File: src/rtl/uart_rx_param.sv
// Parametrised UART receiver: 2-FF synchroniser, 3-sample majority vote, optional parity,
// one or two stop bits, break detection and a single-word holding register with overrun.
module uart_rx_param #(
    parameter int CLK_HZ    = 100_000_000,
    parameter int BAUD      = 1_000_000,
    parameter int DATA_BITS = 8,
    parameter int PARITY    = 0,
    parameter int STOP_BITS = 1
) (
    input  logic                 clk,
    input  logic                 rst,
    input  logic                 uart_data,
    input  logic                 rx_ack,
    output logic [DATA_BITS-1:0] rx_data,
    output logic                 rx_avail,
    output logic                 overrun,
    output logic                 parity_err,
    output logic                 frame_err,
    output logic                 break_det,
    output logic                 busy
);

    localparam int CLKS_PER_BIT = CLK_HZ / BAUD;
    localparam int TW = $clog2(CLKS_PER_BIT);
    localparam int BW = $clog2(DATA_BITS + 1);
    localparam logic [TW-1:0] HALF_LOAD = TW'(CLKS_PER_BIT / 2 - 1);
    localparam logic [TW-1:0] FULL_LOAD = TW'(CLKS_PER_BIT - 1);
    localparam logic [BW-1:0] LAST_BIT  = BW'(DATA_BITS - 1);

    generate
        if (CLKS_PER_BIT < 8) begin : g_chk_cpb
            $error("uart_rx_param: CLK_HZ/BAUD must be at least 8");
        end
        if (DATA_BITS < 5 || DATA_BITS > 9) begin : g_chk_db
            $error("uart_rx_param: DATA_BITS must be 5..9");
        end
        if (PARITY < 0 || PARITY > 2) begin : g_chk_par
            $error("uart_rx_param: PARITY must be 0, 1 or 2");
        end
        if (STOP_BITS < 1 || STOP_BITS > 2) begin : g_chk_stop
            $error("uart_rx_param: STOP_BITS must be 1 or 2");
        end
    endgenerate

    typedef enum logic [2:0] {S_IDLE, S_START, S_DATA, S_PARITY, S_STOP, S_BREAK} state_t;

    logic [1:0]           r_sync;
    logic [1:0]           r_hist;
    state_t               r_state;
    logic [TW-1:0]        r_timer;
    logic [BW-1:0]        r_bit_idx;
    logic [DATA_BITS-1:0] r_shift;
    logic                 r_par_bit;
    logic                 r_par_err;
    logic                 r_stop_bad;
    logic                 r_stop_second;

    logic w_line;
    logic w_vote;
    logic w_fall;
    logic w_par_err;
    logic w_stop_bad;
    logic w_stop_final;

    // NOTE: synchroniser and vote history reset to the idle level so reset release never looks like a start edge.
    always_ff @(posedge clk or posedge rst) begin
        if (rst) begin
            r_sync <= 2'b11;
            r_hist <= 2'b11;
        end else begin
            r_sync <= {r_sync[0], uart_data};
            r_hist <= {r_hist[0], r_sync[1]};
        end
    end

    assign w_line       = r_sync[1];
    assign w_vote       = (w_line & r_hist[0]) | (w_line & r_hist[1]) | (r_hist[0] & r_hist[1]);
    assign w_fall       = r_hist[0] & ~w_line;
    assign w_par_err    = (PARITY == 1) ? ~(^r_shift ^ w_vote) : (^r_shift ^ w_vote);
    assign w_stop_bad   = r_stop_bad | ~w_vote;
    assign w_stop_final = (STOP_BITS == 1) || r_stop_second;
    assign busy         = (r_state != S_IDLE);

    always_ff @(posedge clk or posedge rst) begin
        if (rst) begin
            r_state       <= S_IDLE;
            r_timer       <= '0;
            r_bit_idx     <= '0;
            r_shift       <= '0;
            r_par_bit     <= 1'b0;
            r_par_err     <= 1'b0;
            r_stop_bad    <= 1'b0;
            r_stop_second <= 1'b0;
            rx_data       <= '0;
            rx_avail      <= 1'b0;
            overrun       <= 1'b0;
            parity_err    <= 1'b0;
            frame_err     <= 1'b0;
            break_det     <= 1'b0;
        end else begin
            parity_err <= 1'b0;
            frame_err  <= 1'b0;
            break_det  <= 1'b0;
            if (rx_ack && rx_avail) begin
                rx_avail <= 1'b0;
                overrun  <= 1'b0;
            end
            case (r_state)
                S_IDLE: begin
                    if (w_fall) begin
                        r_timer <= HALF_LOAD;
                        r_state <= S_START;
                    end
                end
                S_START: begin
                    if (r_timer == '0) begin
                        if (w_vote) begin
                            r_state <= S_IDLE;
                        end else begin
                            r_timer   <= FULL_LOAD;
                            r_bit_idx <= '0;
                            r_par_bit <= 1'b0;
                            r_par_err <= 1'b0;
                            r_state   <= S_DATA;
                        end
                    end else begin
                        r_timer <= r_timer - TW'(1);
                    end
                end
                S_DATA: begin
                    if (r_timer == '0) begin
                        r_shift   <= {w_vote, r_shift[DATA_BITS-1:1]};
                        r_bit_idx <= r_bit_idx + BW'(1);
                        r_timer   <= FULL_LOAD;
                        if (r_bit_idx == LAST_BIT) begin
                            r_stop_bad    <= 1'b0;
                            r_stop_second <= 1'b0;
                            r_state       <= (PARITY != 0) ? S_PARITY : S_STOP;
                        end
                    end else begin
                        r_timer <= r_timer - TW'(1);
                    end
                end
                S_PARITY: begin
                    if (r_timer == '0) begin
                        r_par_bit <= w_vote;
                        r_par_err <= w_par_err;
                        r_timer   <= FULL_LOAD;
                        r_state   <= S_STOP;
                    end else begin
                        r_timer <= r_timer - TW'(1);
                    end
                end
                S_STOP: begin
                    if (r_timer != '0) begin
                        r_timer <= r_timer - TW'(1);
                    end else if (!w_stop_final) begin
                        r_stop_bad    <= w_stop_bad;
                        r_stop_second <= 1'b1;
                        r_timer       <= FULL_LOAD;
                    end else if (w_stop_bad) begin
                        // An all-zero frame with a low stop bit is a held-low line, not a bad word.
                        if (r_shift == '0 && !r_par_bit) begin
                            break_det <= 1'b1;
                            r_state   <= S_BREAK;
                        end else begin
                            frame_err <= 1'b1;
                            r_state   <= S_IDLE;
                        end
                    end else begin
                        parity_err <= r_par_err;
                        r_state    <= S_IDLE;
                        if (!rx_avail || rx_ack) begin
                            rx_data  <= r_shift;
                            rx_avail <= 1'b1;
                        end else begin
                            overrun <= 1'b1;
                        end
                    end
                end
                S_BREAK: begin
                    if (w_vote) r_state <= S_IDLE;
                end
                default: r_state <= S_IDLE;
            endcase
        end
    end

endmodule
File: config.mk
export PLATFORM = sky130hd
export DESIGN_NAME = uart_rx_param
export DESIGN_NICKNAME = d
export VERILOG_FILES = /design/src/rtl/uart_rx_param.sv
export SDC_FILE = /design/constraint.sdc
export NUM_CORES = 1
export LEC_CHECK = 0
export CAP_MARGIN = 20
export CORE_MARGIN = 2
export CORE_UTILIZATION = 51
export CTS_CLUSTER_DIAMETER = 120
export CTS_CLUSTER_SIZE = 14
export DETAILED_ROUTE_END_ITERATION = 12
export PLACE_DENSITY = 0.74
export SYNTH_ARGS = -nofsm -noshare
export SYNTH_HDL_FRONTEND = slang
export SYNTH_SLANG_ARGS = --single-unit
File: constraint.sdc
create_clock -name clk -period 1.85 [get_ports clk]
set_input_delay 0.555 -clock clk [delete_from_list [all_inputs] [get_ports clk]]
set_output_delay 0.555 -clock clk [all_outputs]
set_load 0.05 [all_outputs]
==> metrics.csv <==
stage,metric,value,unit
status,status,finished with violations,
status,violated checks,negative setup slack,
floorplanning,I/O pin count,18,
critical_path,Crit path largest cell delay,400,ps
sta,Setup Skew,4.64,ps
critical_path,CP Data Arrival Time,2110,ps
yosys,adder-cell area share of the yosys netlist,0.0466,
yosys,share of the synthesized area in the top cell type,0.436,
clock_tree,clk buf depth,2,
global_routing,largest net degree at the start of global routing,42,
critical_path,Critical Path RT,2040,ps
yosys,Syn Nets,200,
global_routing,first-pass GRT wire length,7.35,mm
critical_path,R2R Setup Slk,-70,ps
sta,Slew Limit Headroom,0.751,
route,initial DRC count,90,
clock_tree,clock sinks,41,
hold_path,hold wc startpoint,r_sync[0],
floorplanning,core area,4000,sq um
route,DR vias,1582,
yosys,Post-synth EDFFs,0,
critical_path,Crit Reg-Reg Endpoint,rx_data[2],
sta,Final period util,1.04,
sta,fin. max-slew vios,0,
yosys,Synth area leaders,"dfrtp_1 44%, mux2_4 5.7%, dfstp_2 5.0%",
cells_and_area,"Net count, final",249,
critical_path,cells on worst reg2reg path,8,
route,Routed WL,4.48,mm
sta,WHS,359,ps
clock_tree,CTS tree,built,
yosys,"Seq/Total Area, Yosys",0.486,
sta,"Hold Violations, Final",0,
yosys,mux contribution to synthesized area,0.0767,
route,DR pass1 iterations,4,
sta,Setup Viol. Count Final,9,
placed_design,IO buf count,17,
critical_path,Worst setup EP type,flip-flop,
clock_tree,clock latency on the worst-skew pair,300,ps
yosys,main combinational cell family by area after synthesis,compound AO/OA/AOI/OAI gates,
route,routed len/inst,15.5,um
route,DRC,0,
floorplanning,FP Rows,23,
global_routing,Total GRT Usage,0.215,
placed_design,Setup Slack @ Placement,-53.7,ps
hold_path,worst hold path class,reg -> reg,
global_routing,initial antenna violation count,0,
placed_design,gpl congestion,0.796,
yosys,Mapped Area,2120,sq um
cells_and_area,area grow syn2layout,29.3,%
power_and_ir_drop,Lkg Pwr,1.22,nW
yosys,cell taking the most area after synthesis,dfrtp_1,
critical_path,crit path max-delay cell type,dfrtp_1,
floorplanning,initial core utilization,0.530,
yosys,Mapped Cells,189,
yosys,xor and xnor area share after synthesis,0.0206,
power_and_ir_drop,Final Power,0.00353,W
placed_design,Detailed Place HPWL,3.19,mm
floorplanning,Die ar.,4690,sq um
sta,setup ws final,-66.4,ps
power_and_ir_drop,cell area power density,1290,nW/um^2
yosys,Post-synth ARST share,1.00,
clock_tree,CTS Root Cell,clkbuf_8,
sta,RSZ-0062 raised after global routing,true,
global_routing,vias in the first global route,1647,
cells_and_area,layout cells sized above 1,0.364,
yosys,number of synthesized register bits,41,
floorplanning,die width,68.5,um
yosys,Synth Flop Type,dfrtp_1,
sta,Fmax,0.522,GHz
sta,crit path time final,1920,ps
power_and_ir_drop,Worst IR Drop VDD,0.796,mV
sta,setup TNS,-549,ps
yosys,syn avg cell area,11.2,sq um
critical_path,Critical R2R Launch,r_timer[1],
clock_tree,"Hold-fix buffers, CTS",0,
yosys,Synth Area in Simple Gates,0.152,
cells_and_area,post-layout util,0.686,
clock_tree,# H-tree levels,2,
critical_path,CP Class,reg -> reg,
hold_path,Hold Path Sink,r_sync[1],
flow_run,Max Cap Viol,0,
hold_path,Hold Path Depth,0,
clock_tree,Num CTS Buffers,5,
critical_path,CP Cell Sequence,inv_2 -> ha_4 -> nor3b_4 -> nand2_2 -> nor3_4 -> a21boi_4 -> buf_12 -> mux2_4,
route,Final ANT Viol Nets,0,
critical_path,worst-path fanout max,8,
clock_tree,Clock transition at path regs,80,ps
critical_path,CP startpoint kind,flip-flop,
yosys,complex-gate fraction of the synthesized area,0.175,
sta,Worst Max-Slew Pin Slew,370,ps
floorplanning,die height,68.5,um
route,drt via density,5.47,
global_routing,total grt overflow,0,
yosys,total of warnings raised by yosys,0,
cells_and_area,antenna cells,0,
yosys,Synth cell types,53,
==> state kept, by name, indices dropped and copies added (netlist names) <==
| signal | count |
|---|---|
| r_hist | 2 |
| r_shift | 8 |
| r_sync | 2 |
| r_state | 3 |
| r_bit_idx | 4 |
| parity_err | 1 |
| r_timer | 7 |
| r_par_bit | 1 |
| r_par_err | 1 |
| frame_err | 1 |
| overrun | 1 |
| break_det | 1 |
| rx_data | 8 |
| rx_avail | 1 |
==> area by class of cell <==
| class | instances | area, sq um |
|---|---|---|
| tap | 50 | 62.6 |
| sequential | 41 | 1030 |
| fill | 290 | 1260 |
| clock buffer | 6 | 82.6 |
| inverter | 17 | 63.8 |
| clock inverter | 2 | 37.5 |
| timing repair buffer | 47 | 418 |
| multi-input combinational | 126 | 1050 |
==> report_power, final <==
group / internal, W / leakage, nW / switching (W)
registers: 0.00101 / 0.537 / 0.000114
logic: 0.000809 / 0.621 / 0.000831
clock network: 0.000439 / 0.0574 / 0.000321
total: 0.00226 / 1.22 / 0.00127
==> cell usage in the layout, fill, tap and decap left out, types with 3 or more instances in the layout <==
| master | Yosys | final |
|---|---|---|
| clkbuf_8 | 0 | 6 |
| inv_1 | 17 | 15 |
| buf_4 | 0 | 38 |
| nor3_1 | 5 | 5 |
| o21ai_1 | 2 | 5 |
| a21oi_1 | 4 | 3 |
| nand3_1 | 4 | 4 |
| nor2_1 | 4 | 4 |
| nand2_1 | 17 | 17 |
| dfrtp_1 | 37 | 37 |
| xnor2_1 | 5 | 5 |
| buf_12 | 0 | 4 |
| dfstp_2 | 4 | 4 |
| clkdlybuf4s50_1 | 0 | 3 |
| o21ai_0 | 17 | 14 |
| ha_1 | 7 | 5 |
| a21o_1 | 4 | 4 |
| mux2_4 | 8 | 8 |
==> worst max path at each step <==
stage               startpoint         end  slack (ps)  cells after the start
global placement    r_timer[0]  r_timer[1]          -6                      6
detailed placement  r_timer[1]  r_timer[1]         -50                      6
finish              r_timer[1]  rx_data[2]         -70                      8
floorplan           r_timer[0]  rx_data[0]         -50                      7
global route        r_timer[0]  rx_data[1]        -170                      8
CTS                 r_timer[0]  r_state[0]         -60                      8
==> through the flow <==
stage	instances	area, sq um
final	289	2740
after global routing	289	2740
after global placement	274	2520
after CTS	285	2690
after floorplan	189	2130
after detailed placement	274	2520
==> synth_stat cells, types with 3 or more instances <==
cell	count
dfstp_2	4
a21oi_1	4
dfrtp_1	37
nor3_1	5
or3_1	3
nand3_1	4
nand2_1	17
a21o_1	4
inv_1	17
mux2_4	8
o21ai_0	17
ha_1	7
xnor2_1	5
nor2_1	4
==> kinds of logic (layout without fill, tap and decap cells) <==
group                    after synthesis  count (layout)
buffers and inverters                 22              72
AND/OR/NAND/NOR                       52              52
XOR/XNOR                               5               5
AO/OA/AOI/OAI                         49              49
flip-flops                            41              41
multiplexers                          12              12
adder cells (fa/ha/maj)                8               8
==> routing by layer <==
layer	global-route usage	vias up	share of wire
met4	0.0875	0	0.017
met3	0.0536	9	0.024
met1	0.269	785	0.46
met5	0	-	0
met2	0.355	18	0.50
li1	-	770	-
==> worst max-delay path, delay by kind of cell (launching register included) <==
family | cells | cell delay, ps
AO/OA/AOI/OAI | 1 | 230
flip-flops | 1 | 400
AND/OR/NAND/NOR | 3 | 520
multiplexers | 1 | 300
adder cells (fa/ha/maj) | 1 | 120
buffers and inverters | 2 | 230
==> repair_timing <==
action | CTS | global route
setup endpoints to repair | 13 | 19
pin swaps | 2 | 3
setup buffers | 3 | 4
resized for setup | 6 | 7
(Power assumes the default switching activity.)
